`src/rtl/klotski_solve_sequencer.sv`:
```
// Step scheduler for the sliding-puzzle solver: places tiles 1..N_TILES at
// their home cells by parking the blank with the zero-routing engine and
// then commanding a single-cell tile move on the motor path.
module klotski_solve_sequencer #(
  parameter int unsigned N_TILES   = 3,
  parameter int unsigned MAX_STEPS = 255
) (
  input  logic        i_clk,
  input  logic        i_rst_n,
  input  logic        i_start,
  input  logic [63:0] i_klotski,
  output logic        o_mz_start,
  output logic [63:0] o_mz_klotski,
  output logic [15:0] o_mz_mask,
  output logic [3:0]  o_mz_target,
  output logic [3:0]  o_mz_num_pos,
  output logic        o_mz_flag,
  input  logic        i_mz_finished,
  input  logic [63:0] i_mz_klotski,
  output logic        o_mv_en,
  output logic [3:0]  o_mv_start_block,
  output logic [3:0]  o_mv_end_block,
  input  logic        i_mv_done,
  output logic [3:0]  o_tile,
  output logic [7:0]  o_step_count,
  output logic        o_busy,
  output logic        o_done,
  output logic        o_error
);

  localparam int unsigned N_CELLS = 16;

  localparam logic [3:0] S_IDLE     = 4'd0;
  localparam logic [3:0] S_LOCATE   = 4'd1;
  localparam logic [3:0] S_PLAN     = 4'd2;
  localparam logic [3:0] S_MZ_START = 4'd3;
  localparam logic [3:0] S_MZ_WAIT  = 4'd4;
  localparam logic [3:0] S_MV_ISSUE = 4'd5;
  localparam logic [3:0] S_MV_WAIT  = 4'd6;
  localparam logic [3:0] S_ADVANCE  = 4'd7;
  localparam logic [3:0] S_DONE     = 4'd8;
  localparam logic [3:0] S_ERROR    = 4'd9;

  logic [3:0]  state_q, state_d;
  logic [63:0] board_q, board_d;
  logic [15:0] lock_q, lock_d;
  logic [3:0]  tile_q, tile_d;
  logic [7:0]  count_q, count_d;
  logic [3:0]  pos_q, pos_d;
  logic [3:0]  tgt_q, tgt_d;

  logic        loc_found;
  logic [3:0]  loc_pos;
  logic [3:0]  home;
  logic [3:0]  nxt;

  assign home         = tile_q - 4'd1;
  assign o_mz_flag    = 1'b0;
  assign o_step_count = count_q;

  // Find the cell holding the current tile; the highest matching cell wins.
  always_comb begin
    loc_found = 1'b0;
    loc_pos   = 4'd0;
    for (int k = 0; k < N_CELLS; k++) begin
      if (board_q[k*4 +: 4] == tile_q) begin
        loc_found = 1'b1;
        loc_pos   = 4'(k);
      end
    end
  end

  // Next cell one step toward home: fix the column first, then the row.
  always_comb begin
    nxt = pos_q;
    if (pos_q[1:0] != home[1:0]) begin
      nxt = (home[1:0] > pos_q[1:0]) ? pos_q + 4'd1 : pos_q - 4'd1;
    end else begin
      nxt = (home[3:2] > pos_q[3:2]) ? pos_q + 4'd4 : pos_q - 4'd4;
    end
  end

  // State and datapath register.
  always_ff @(posedge i_clk or negedge i_rst_n) begin
    if (!i_rst_n) begin
      state_q <= S_IDLE;
      board_q <= '0;
      lock_q  <= '0;
      tile_q  <= 4'd1;
      count_q <= '0;
      pos_q   <= '0;
      tgt_q   <= '0;
    end else begin
      state_q <= state_d;
      board_q <= board_d;
      lock_q  <= lock_d;
      tile_q  <= tile_d;
      count_q <= count_d;
      pos_q   <= pos_d;
      tgt_q   <= tgt_d;
    end
  end

  // Next-state and datapath update.
  always_comb begin
    state_d = state_q;
    board_d = board_q;
    lock_d  = lock_q;
    tile_d  = tile_q;
    count_d = count_q;
    pos_d   = pos_q;
    tgt_d   = tgt_q;
    case (state_q)
      S_IDLE: begin
        if (i_start) begin
          board_d = i_klotski;
          lock_d  = '0;
          tile_d  = 4'd1;
          count_d = '0;
          state_d = S_LOCATE;
        end
      end
      S_LOCATE: begin
        if (!loc_found) begin
          state_d = S_ERROR;
        end else begin
          pos_d   = loc_pos;
          state_d = (loc_pos == home) ? S_ADVANCE : S_PLAN;
        end
      end
      S_PLAN: begin
        if (lock_q[nxt] || (count_q == 8'(MAX_STEPS))) begin
          state_d = S_ERROR;
        end else begin
          tgt_d   = nxt;
          state_d = S_MZ_START;
        end
      end
      S_MZ_START: state_d = S_MZ_WAIT;
      S_MZ_WAIT: begin
        if (i_mz_finished) begin
          board_d = i_mz_klotski;
          state_d = (i_mz_klotski[{tgt_q, 2'b00} +: 4] != 4'd0) ? S_ERROR : S_MV_ISSUE;
        end
      end
      S_MV_ISSUE: state_d = S_MV_WAIT;
      S_MV_WAIT: begin
        if (i_mv_done) begin
          board_d[{tgt_q, 2'b00} +: 4] = tile_q;
          board_d[{pos_q, 2'b00} +: 4] = 4'd0;
          count_d = count_q + 8'd1;
          state_d = S_LOCATE;
        end
      end
      S_ADVANCE: begin
        lock_d = lock_q | (16'd1 << home);
        if (tile_q == 4'(N_TILES)) begin
          state_d = S_DONE;
        end else begin
          tile_d  = tile_q + 4'd1;
          state_d = S_LOCATE;
        end
      end
      S_DONE:  state_d = S_IDLE;
      S_ERROR: state_d = S_IDLE;
      default: state_d = S_IDLE;
    endcase
  end

  // Registered handshake outputs; request fields hold until the next request.
  always_ff @(posedge i_clk or negedge i_rst_n) begin
    if (!i_rst_n) begin
      o_mz_start       <= 1'b0;
      o_mz_klotski     <= '0;
      o_mz_mask        <= '0;
      o_mz_target      <= '0;
      o_mz_num_pos     <= '0;
      o_mv_en          <= 1'b0;
      o_mv_start_block <= '0;
      o_mv_end_block   <= '0;
      o_tile           <= '0;
      o_busy           <= 1'b0;
      o_done           <= 1'b0;
      o_error          <= 1'b0;
    end else begin
      o_mz_start <= (state_d == S_MZ_START);
      o_mv_en    <= (state_d == S_MV_ISSUE);
      o_busy     <= (state_d != S_IDLE);
      o_done     <= (state_d == S_DONE);
      o_error    <= (state_d == S_ERROR);
      if (state_d != S_IDLE) begin
        o_tile <= tile_d;
      end
      if ((state_q == S_PLAN) && (state_d == S_MZ_START)) begin
        o_mz_klotski <= board_q;
        o_mz_mask    <= lock_q | (16'd1 << pos_q);
        o_mz_target  <= nxt;
        o_mz_num_pos <= pos_q;
      end
      if ((state_q == S_MZ_WAIT) && (state_d == S_MV_ISSUE)) begin
        o_mv_start_block <= pos_q;
        o_mv_end_block   <= tgt_q;
      end
    end
  end

endmodule
```
`config.mk`:
```
export PLATFORM = sky130hd
export DESIGN_NAME = klotski_solve_sequencer
export DESIGN_NICKNAME = d
export VERILOG_FILES = /design/src/rtl/klotski_solve_sequencer.sv
export SDC_FILE = /design/constraint.sdc
export NUM_CORES = 1
export LEC_CHECK = 0
export CAP_MARGIN = 10
export CORE_MARGIN = 4
export CORE_UTILIZATION = 39
export DETAILED_ROUTE_END_ITERATION = 7
export PLACE_DENSITY = 0.72
export SLEW_MARGIN = 20
export SYNTH_ARGS = -nofsm -noshare
export SYNTH_HDL_FRONTEND = slang
export SYNTH_SLANG_ARGS = --single-unit
export TNS_END_PERCENT = 20
```
`constraint.sdc`:
```
create_clock -name i_clk -period 6.5 [get_ports i_clk]
set_input_delay 0.65 -clock i_clk [delete_from_list [all_inputs] [get_ports i_clk]]
set_output_delay 0.65 -clock i_clk [all_outputs]
set_load 0.02 [all_outputs]
```
-- Yosys cells after proc, flatten, opt, wreduce, memory -nomap -nowiden
Cells that the tools add are included.
- muxes and demuxes: 59
- shift-type cells: 7
- magnitude comparators: 3
- equality and inequality tests: 34
- bitwise logic cells: 3
- reductions and logical operators: 14
- $add $sub $neg: 9
- operators by type and width (kind ; count):
    2-to-1 mux 64 bit ; 3
    one-hot mux 64 bit (3 select lines) ; 1
    bitwise mux 64 bit ; 2
    variable shift 4 x 8 -> 64 bit (first input constant) ; 2
    2-to-1 mux 4 bit ; 26
    equality test 4 bit ; 17
    variable part select 4 x 8 -> 64 bit ; 1
    variable part select 4 x 8 -> 64 bit (first input constant) ; 1
    variable part select 64 x 7 -> 4 bit ; 1
    OR 16 bit ; 2
    one-hot mux 16 bit (2 select lines) ; 1
    one-hot mux 4 bit (8 select lines) ; 1
    << shifter 1 x 4 -> 16 bit (first input constant) ; 2
    equality test 4 x 3 -> 1 bit (second input constant) ; 5
    2-to-1 mux 1 bit ; 18
    equality test 4 x 2 -> 1 bit (second input constant) ; 4
    2-to-1 mux 16 bit ; 1
    2-to-1 mux 8 bit ; 2
    negator 6 -> 8 bit ; 2
    one-hot mux 8 bit (2 select lines) ; 1
    adder 4 x 1 -> 4 bit (second input constant) ; 2
    adder 8 x 1 -> 8 bit (second input constant) ; 1
    equality test 4 bit (second input constant) ; 2
    equality test 8 bit (second input constant) ; 1
    other kinds (21) ; 30
- output and inout port bits: 114
- register bits: 209
- word-level logic and storage cells: 148

-- Logic depth before layout (Yosys ltp)
Gate-level depths: netlist (run 1).
- word-level depth: 22
- gate-level depth with buffers: 20

-- Worst setup path before layout (run 1)
Ideal clock, no wire load.
- path type: flip-flop to flip-flop
- start: reg tile_q[0]
- end: reg tgt_q[2]
- setup slack: 1.867 ns
- cell stages (with the launch flop): 21
- clock period less this slack: 4.633 ns
- data arrival time: 4.506 ns
- data required time: 6.372 ns
- library setup time: 0.128 ns
- buffers on the path: 5
- cell sequence: dfstp_2 buf_4 buf_6 clkbuf_1 inv_1 ha_1 inv_1 ha_1 nor2b_1 o21ai_0 ha_1 a21o_1 a21o_1 nand2_1 o221ai_1 xnor2_1 mux2i_1 nand3_2 buf_6 buf_8 mux2_1
- longest elaborated chain between the ends: 9
- elaborated cells between the ends (all ways): 12
- ends and longest elaborated chain (what ; line ; source):
    start, declared ; 47 ; logic [3:0] tile_q, tile_d;
    start signal, assigned ; 97 ; tile_q <= tile_d;
    subtractor 4 x 1 -> 4 bit * ; 57 ; assign home = tile_q - 4'd1;
    greater-than comparator 2 bit, on equally long branches ; 79, 77 ;
    2-to-1 mux 4 bit, on equally long branches ; 79, 77 ;
    2-to-1 mux 4 bit * ; 76 ; if (pos_q[1:0] != home[1:0]) begin
    binary-select mux 1 bit (select 4 bit) ; 132 ; if (lock_q[nxt] || (count_q == 8'(MAX_STEPS))) begin
    2-to-1 mux 1 bit (not written as such) ; 132 ;
    logical OR 1 bit ; 132 ;
    inverter 1 bit (no line) ; -- ;
    AND reduction 2 bit (no line) ; -- ;
    end signal, assigned ; 100 ; tgt_q <= tgt_d;
    end, declared ; 50 ; logic [3:0] tgt_q, tgt_d;
Mark *: on every way between the ends. The rest lies on a longest branch, timed or not. The select of a mux whose other input is x is not followed.
A chain may end at the register's enable or synchronous reset.

-- Final worst setup path (run 1)
- start: reg tile_q[0]
- end: reg o_mz_klotski[5]
- longest elaborated chain between the ends: 22
- elaborated cells between the ends (all ways): 66
- ends and longest elaborated chain (what ; line ; source):
    equality test 4 bit ; 66 ; if (board_q[k*4 +: 4] == tile_q) begin
    2-to-1 mux 1 bit ; 66 ;
    2-to-1 mux 4 bit (14 in a row) ; 66 ;
    equality test 4 bit ; 128 ; state_d = (loc_pos == home) ? S_ADVANCE : S_PLAN;
    2-to-1 mux 3 bit ; 128 ;
    2-to-1 mux 4 bit ; 124 ; if (!loc_found) begin
    one-hot mux 4 bit (8 select lines) * ; 113 ; case (state_q)
    equality test 4 x 2 -> 1 bit * ; 194 ; if ((state_q == S_PLAN) && (state_d == S_MZ_START)) begin
    logical AND 1 bit * ; 194 ;
    end signal, assigned ; 195 ; o_mz_klotski <= board_q;
    end, declared ; 13 ; output logic [63:0] o_mz_klotski,
Marks and branches as above.

==> summary.txt, run 1 <==
Run status
  – Status: finished, final reports clean

Power
  – P per Cell Area: about 550 nW/um2
  – Leakage: 6.45 nW
  – Peak VDD IR: between 500 and 600 uV

Setup path
  – R2r setup slk: ~1.9 ns
  – CP max stage delay: 0.53 ns
  – Reg-to-reg endpoint: o_mz_klotski[5]
  – Critical Path End: o_mz_klotski[5]
  – Buf/Inv on CP: 3
  – CP Launch Type: register
  – CP cell instances: inv_1, ha_1, inv_1, ha_1, nor2b_1, o21ai_0, fa_1, mux2i_1, o211ai_1, o211ai_1, mux2i_1, nand3_4, buf_12, mux2_2
  – Crit-path slowest cell: dfstp_2
  – Worst Setup SP: tile_q[0]
  – Critical Path RT: about 6.9 ns
  – Class of the most critical setup path: reg -> reg
  – Critical path's top delay family: adder cells
  – Maximum fanout along the worst path: 94
  – CP Depth: 14
  – Worst Path Arrival: between 4 and 5 ns
  – RR Startpoint: tile_q[0]
  – Worst r2r path cells: 14
  – Kind of end point of the critical path: register

Layout
  – Syn-to-layout area delta: 29.4%
  – Nets: around 1500
  – Ratio of cells with drive above 1 in the final layout: 7.63%
  – Filler instances: 2753

Global routing
  – Grt total ovfl: 0
  – First-pass GRT wire length: around 60000 um
  – Largest net degree at the start of global routing: ~120
  – Vias in the first global route: around 10000
  – Initial antenna violation count: 1
  – GRT Overall Usage: approximately 23%

Detailed routing
  – 1st-pass router iterations: 7
  – Vias per cell: ~5.7
  – DRT Wirelength: 39300 um
  – Post-route DRC: 0
  – Routed via count: 10300
  – Drt wl/cell: approximately 22 um
  – Initial DRC count: between 900 and 1000
  – ANT nets after route: 0

STA
  – Setup WS post-layout: roughly 1.9 ns
  – Fmax: ~220 MHz
  – Period utilization: a little over two thirds
  – Setup violations, final: 0
  – Setup TNS: 0 ns
  – Worst slew pin tran: 1.17 ns
  – Worst hold slack: 0.183 ns
  – Fin Clk Skew: 0.0264 ns
  – Max transition margin: between 20% and 30%
  – Final critical-path required period: between 4 and 5 ns
  – RSZ-0062 raised after global routing: no
  – Slew Viols, Final: 0
  – Hold Violations, Final: 0

Yosys
  – Syn Inst Count: around 1200
  – Post-synth cell types: 57
  – Sequential share of the synthesized area: between 40 and 50%
  – Top_reg_cell synth: dfrtp_1
  – EDFF count, synth: 0
  – Ys Warns: 0
  – Avg Cell Area, Syn: 9.93 um2
  – Synth top area cells: dfrtp_1, o21ai_0, xor2_1, mux2_2, nor3b_1
  – Register bit total from synthesis: roughly 210
  – Mapped cell area: between 10000 and 15000 um2
  – Syn_nets: 1338
  – Asr flop ratio synth: 100%
  – Post-synth top area share: roughly 44%
  – Area leader, netlist: dfrtp_1

Clock network
  – CTS buffer count: 23
  – H-tree Lvls: 1
  – CTS tree: built
  – CTS Hold Buffers Added: 0
  – Post-CTS setup buffers: 0
  – CTS resizes: 0
  – Reg clk slew, reported paths: around 0.060 ns
  – Longest Clk Path Bufs: 3
  – Clk Latency, worst-skew pair: 0.53 ns
  – Clk sink count: approximately 210
  – Root buffer cell: clkbuf_16

Placement
  – Routability cong.: slightly above 0.9
  – Buffers on Ports: roughly 250
  – Post-DP HPWL: 28900 um
  – Pre-CTS WS: between 2 and 2.5 ns

Floorplan
  – Core area: ~30000 um2
  – I/O Pins: around 250
  – Die Wd: approximately 180 um
  – Die area: about 33000 um2
  – Die Ht: 181 um
  – Initial core utilization: 39.6%
  – FP Rows: 63

Run
  – Max Cap Violations: 0

Min path
  – HP Class: in -> async
## stage by stage
step	power, mW	instance area, um2	utilization [%]	cells
2_1_floorplan	5.39	11700	-	1181
3_3_place_gp	6.77	14400	48.6	1751
3_5_place_dp	6.89	14400	48.6	1751
4_1_cts	8.29	15200	51.2	1793
5_1_grt	8.81	15200	51.2	1794
6_report	8.31	15200	51.2	1794
## synth_stat cells, drive strengths merged (2+ instances only)
library cell and number:
mux4 4, o211ai 4, a32o 3, mux2i 28, nand2b 8, or3 3, o31ai 5, a211oi 3
dfrtp 208, a221oi 17, a22o 50, and3 4, o21ai 109, a21o 4, nor2b 10, o22ai 3
xnor2 20, nor4b 2, ha 23, nor3b 64, nand4 8, nand3 25, mux2 84, xor2 58
nor3 11, a31oi 5, nor4 33, or2 2, nand2 120, a21oi 87, and4 3, buf 29
nor2 40, and2 7, clkbuf 48, inv 36
## final cells by class
type	instances	area, um2	share of cell area [%]
antenna	1	2.50	0.0165
clock buffer	30	612	4.03
clock inverter	12	170	1.12
inverter	36	135	0.890
multi-input combinational	859	5980	39.4
sequential	209	5230	34.5
tap	390	488	3.21
timing repair buffer	257	2560	16.9
## registers in the layout (all words and copies together), names as in the netlist
signal and flops:
o_tile 4, o_done 1, o_mz_start 1, board_q 64
tgt_q 4, tile_q 4, o_error 1, o_step_count 8
lock_q 16, state_q 4, o_mz_mask 16, pos_q 4
o_mv_start_block 4, o_mz_num_pos 4, o_mv_en 1, o_mv_end_block 4
o_mz_klotski 64, o_busy 1, o_mz_target 4
## cell usage in the layout, fill, tap and decap left out, types with 4 or more instances in the layout
cell             netlist  final
mux4_2                 4      4
clkbuf_16              0     23
inv_1                 36     36
nand2b_1               8      8
a22o_1                50     50
dfrtp_1              208    207
nor2_1                40     40
a31oi_1                5      5
nand4_1                8      8
a221oi_1              17     17
a21o_1                 4      4
nor3_1                11     11
o31ai_1                5      5
clkbuf_1              48      6
mux2_2                44     44
buf_4                 10     11
clkdlybuf4s50_1        0    244
o211ai_1               4      4
bufinv_16              0      4
and2_1                 7      7
mux2i_1               26     26
nor2b_1               10     10
and3_1                 4      4
nand3_1               24     24
a21oi_1               87     87
clkinv_2               0      5
o21ai_0              108    108
nand2_1              120    119
nor4_1                33     33
xnor2_1               20     20
xor2_1                58     58
ha_1                  23     23
nor3b_1               64     64
mux2_1                40     40
## where the power goes
| group | internal (mW) | switching (mW) | total, mW |
|---|---|---|---|
| logic | 1.99 | 2.61 | 4.61 |
| registers | 1.83 | 0.501 | 2.33 |
| clock network | 0.826 | 0.545 | 1.37 |
| total | 4.65 | 3.66 | 8.31 |
## worst min path at each step
| stage | endpoint | slack, ns |
|---|---|---|
| 3_3_place_gp | o_mv_start_block[0] | 0.47 |
| 2_1_floorplan | board_q[0] | 0.35 |
| 3_5_place_dp | o_mv_end_block[0] | 0.47 |
| 6_report | o_mz_klotski[49] | 0.18 |
| 5_1_grt | o_mz_klotski[49] | 0.25 |
| 4_1_cts | o_mz_klotski[51] | 0.22 |
## worst register-to-register path, delay by kind of cell, from the launching register on
kind / cells / cell delay [ns]
adder cells (fa/ha/maj): 3 / 1.21
multiplexers: 3 / 1.18
AO/OA/AOI/OAI: 3 / 0.76
flip-flops: 1 / 0.53
buffers and inverters: 3 / 0.52
AND/OR/NAND/NOR: 2 / 0.26
## cell families after synthesis
group	Yosys count	share of synthesized area, %
muxes	116	11.3
buffers and inverters	113	4.62
and+or+nand+nor	341	15.2
adders and majority gates	24	2.62
AOI/OAI and AO/OA	299	15.8
xor gates and xnor gates	78	5.83
DFF	209	44.6
other	1	0.0320
## layer usage
metal	global-route usage, %	share of wire, %
met1	31.1	42
met2	36.0	46
met3	5.23	8.0
met4	8.26	3.9
met5	0	0
Power figures use the tool's default switching activity.
==> run 2, diff against run 1 <==
- clock period: 6.5 -> 4.25 ns (I/O delays scaled with it)
==> run 2 against run 1 <==
Count of clock-buffer cells in the layout increased by 1. Core utilization increased by 1.0 points. Non-clock buffer count increased by 17. Critical endpoint is now o_mz_num_pos[3]. Largest cell class unchanged. Combinational power increased by 62%. Die area unchanged. Wire length increased by 2.9%. Largest power group unchanged. Worst hold slack got worse by 0.18 ns. Register-to-register slack got worse by 1.7 ns. Via count increased by 1.3%. Maximum frequency increased by 13%.
==> summary.txt, run 2 (synthesis results as in run 1) <==
STA
  – Setup TNS: 0 ns (unchanged)
  – Period utilization: 95.8% (+25 points)
  – Setup violations, final: 0 (unchanged)
  – Slew Viols, Final: 0 (unchanged)
  – Hold Violations, Final: 0 (unchanged)
  – Max transition margin: 30.8% (+9.9 points)
  – Fin Clk Skew: 0.0454 ns (+0.0190 ns)
  – Fmax: 246 MHz (+13%)
  – Final critical-path required period: 4.07 ns (-0.518 ns)
  – RSZ-0062 raised after global routing: no
  – Worst slew pin tran: 1.02 ns (-0.151 ns)
  – Worst hold slack: 0.00104 ns (-0.182 ns)

Floorplan
  – Die Ht: 181 um (unchanged)
  – Die Wd: 181 um (unchanged)
  – Die area: 32900 um2 (unchanged)
  – I/O Pins: 247 (unchanged)
  – FP Rows: 63 (unchanged)
  – Initial core utilization: 39.6% (unchanged)
  – Core area: 29600 um2 (unchanged)

Setup path
  – CP Launch Type: register
  – Worst r2r path cells: 16 (+2)
  – Class of the most critical setup path: reg -> reg
  – Kind of end point of the critical path: register
  – Worst Path Arrival: 4.46 ns (-0.52 ns)
  – Critical Path RT: 4.63 ns (-2.26 ns)
  – Maximum fanout along the worst path: 26 (-72%)

Global routing
  – Largest net degree at the start of global routing: 105 (-8.7%)
  – First-pass GRT wire length: 61600 um (+2.9%)
  – Vias in the first global route: 10400 (+3.0%)
  – Initial antenna violation count: 3 (+2)
  – Grt total ovfl: 0 (unchanged)
  – GRT Overall Usage: 23.5% (+0.62 points)

Placement
  – Routability cong.: 0.956 (+5.3%)
  – Buffers on Ports: 245 (unchanged)
  – Post-DP HPWL: 29900 um (+3.6%)

Layout
  – Nets: 1561 (+1.2%)
  – Syn-to-layout area delta: 32.0%
  – Commonest cells after routing, fill and taps aside: clkdlybuf4s50_1, dfrtp_1, nand2_1, o21ai_0, a21oi_1
  – Biggest regs: board_q: 64 flops, o_mz_klotski: 64 flops
  – Ratio of cells with drive above 1 in the final layout: 9.28% (+1.7 points)
  – Util after Layout: 52.2% (+1.0 points)
  – Commonest non-fill, non-tap cell in the layout: clkdlybuf4s50_1

Clock network
  – CTS tree: built
  – H-tree Lvls: 1 (unchanged)
  – CTS buffer count: 24 (+4.3%)
  – Clk sink count: 209 (unchanged)
  – Clk Latency, worst-skew pair: 0.55 ns (+0.02 ns)
  – CTS Hold Buffers Added: 0 (unchanged)
  – Reg clk slew, reported paths: 0.06 ns (about the same)
  – Post-CTS setup buffers: 0 (unchanged)
  – Root buffer cell: clkbuf_16
  – Longest Clk Path Bufs: 3 (unchanged)

Min path
  – HP Class: in -> async

Run status
  – Status: finished, final reports clean

Power
  – Tot Pwr: 13.4 mW (+61%)
  – P per Cell Area: 864 nW/um2 (+58%)
  – Leakage: 6.60 nW (+2.3%)
  – Peak VDD IR: 531 uV (+5.2%)

Run
  – Max Cap Violations: 0 (unchanged)

Detailed routing
  – WL met3: 3500 um (+12%)
  – ANT nets after route: 0 (unchanged)
  – DRT Wirelength: 40400 um (+2.9%)
  – Drt wl/cell: 22.3 um (+1.8%)
  – 1st-pass router iterations: 6 (-1)
  – Post-route DRC: 0 (unchanged)
  – Top sig layer: met5
  – WL met2: 18800 um (+4.4%)
  – Routed via count: 10400 (+1.3%)
  – Initial DRC count: 872 (-4.1%)
  – Wire length on met1: 16600 um (about the same)
  – Vias per cell: 5.74 (+0.28%)
## run 2: cell types whose count changed in the layout (fill, tap and decap cells not counted), moves of 2 or more
cell / before / now
inv_6: 2 / 0
bufinv_16: 4 / 7
clkinv_2: 5 / 3
buf_4: 11 / 27
clkinv_4: 0 / 2
## run 2: worst max-delay path: stages, from the launching register on
cell and delay [ns]:
dfstp_2 0.54, inv_1 0.09, ha_1 0.34, inv_1 0.09, ha_4 0.30, nor2b_1 0.17, o21ai_2 0.10, fa_1 0.41
xnor2_1 0.18, mux2i_4 0.28, nand2_1 0.10, o211ai_1 0.10, o211ai_1 0.13, mux2i_2 0.28, nand3_4 0.14, buf_4 0.30
mux2_1 0.36
## run 2: cell type report
class / instances / area [um2]
Timing Repair Buffer: 274 / 2700
Sequential cell: 209 / 5230
Tap cell: 390 / 488
Clock inverter: 13 / 259
Antenna cell: 1 / 2.50
Fill cell: 2688 / 14200
Multi-Input combinational cell: 859 / 6020
Clock buffer: 31 / 647
Inverter: 36 / 135
## run 2: timing repair
action | in CTS | in global routing
gates resized for setup | 0 | 3
setup endpoints to repair | 0 | 72
hold endpoints to repair | 0 | 0
## run 2: per-layer routing
| metal | up-vias | track usage [%] |
|---|---|---|
| met4 | 2 | 8.56 |
| met1 | 5147 | 30.8 |
| met5 | - | 0.741 |
| met2 | 453 | 37.5 |
| li1 | 4703 | - |
| met3 | 105 | 6.31 |
## run 2: metrics by stage
stage                     setup slack (ns)  std cells  cell area (um2)
final                                0.178       1813            15500
after global routing                0.0225       1813            15500
after CTS                           0.0873       1812            15500
after detailed placement             0.121       1768            14600
after global placement               0.297       1768            14600
after floorplan                     0.0492       1181            11800
## run 2: final timing paths
| path | startpoint | end | slack [ns] |
|---|---|---|---|
| max | tile_q[0] | o_mz_num_pos[3] | 0.18 |
| min | i_rst_n | o_step_count[7] | 0.001 |
| max in group asynchronous | i_rst_n | board_q[9] | 3.21 |
| min in group i_clk | o_mv_start_block[3] | o_mv_start_block[3] | 0.48 |
| min reg2reg | o_mv_start_block[3] | o_mv_start_block[3] | 0.48 |
| max reg2reg | tile_q[0] | o_mz_num_pos[3] | 0.18 |
## run 2: power breakdown
group	internal [mW]	total, mW	switching [mW]
combinational	3.29	7.48	4.19
sequential	2.81	3.53	0.719
clock	1.50	2.37	0.866
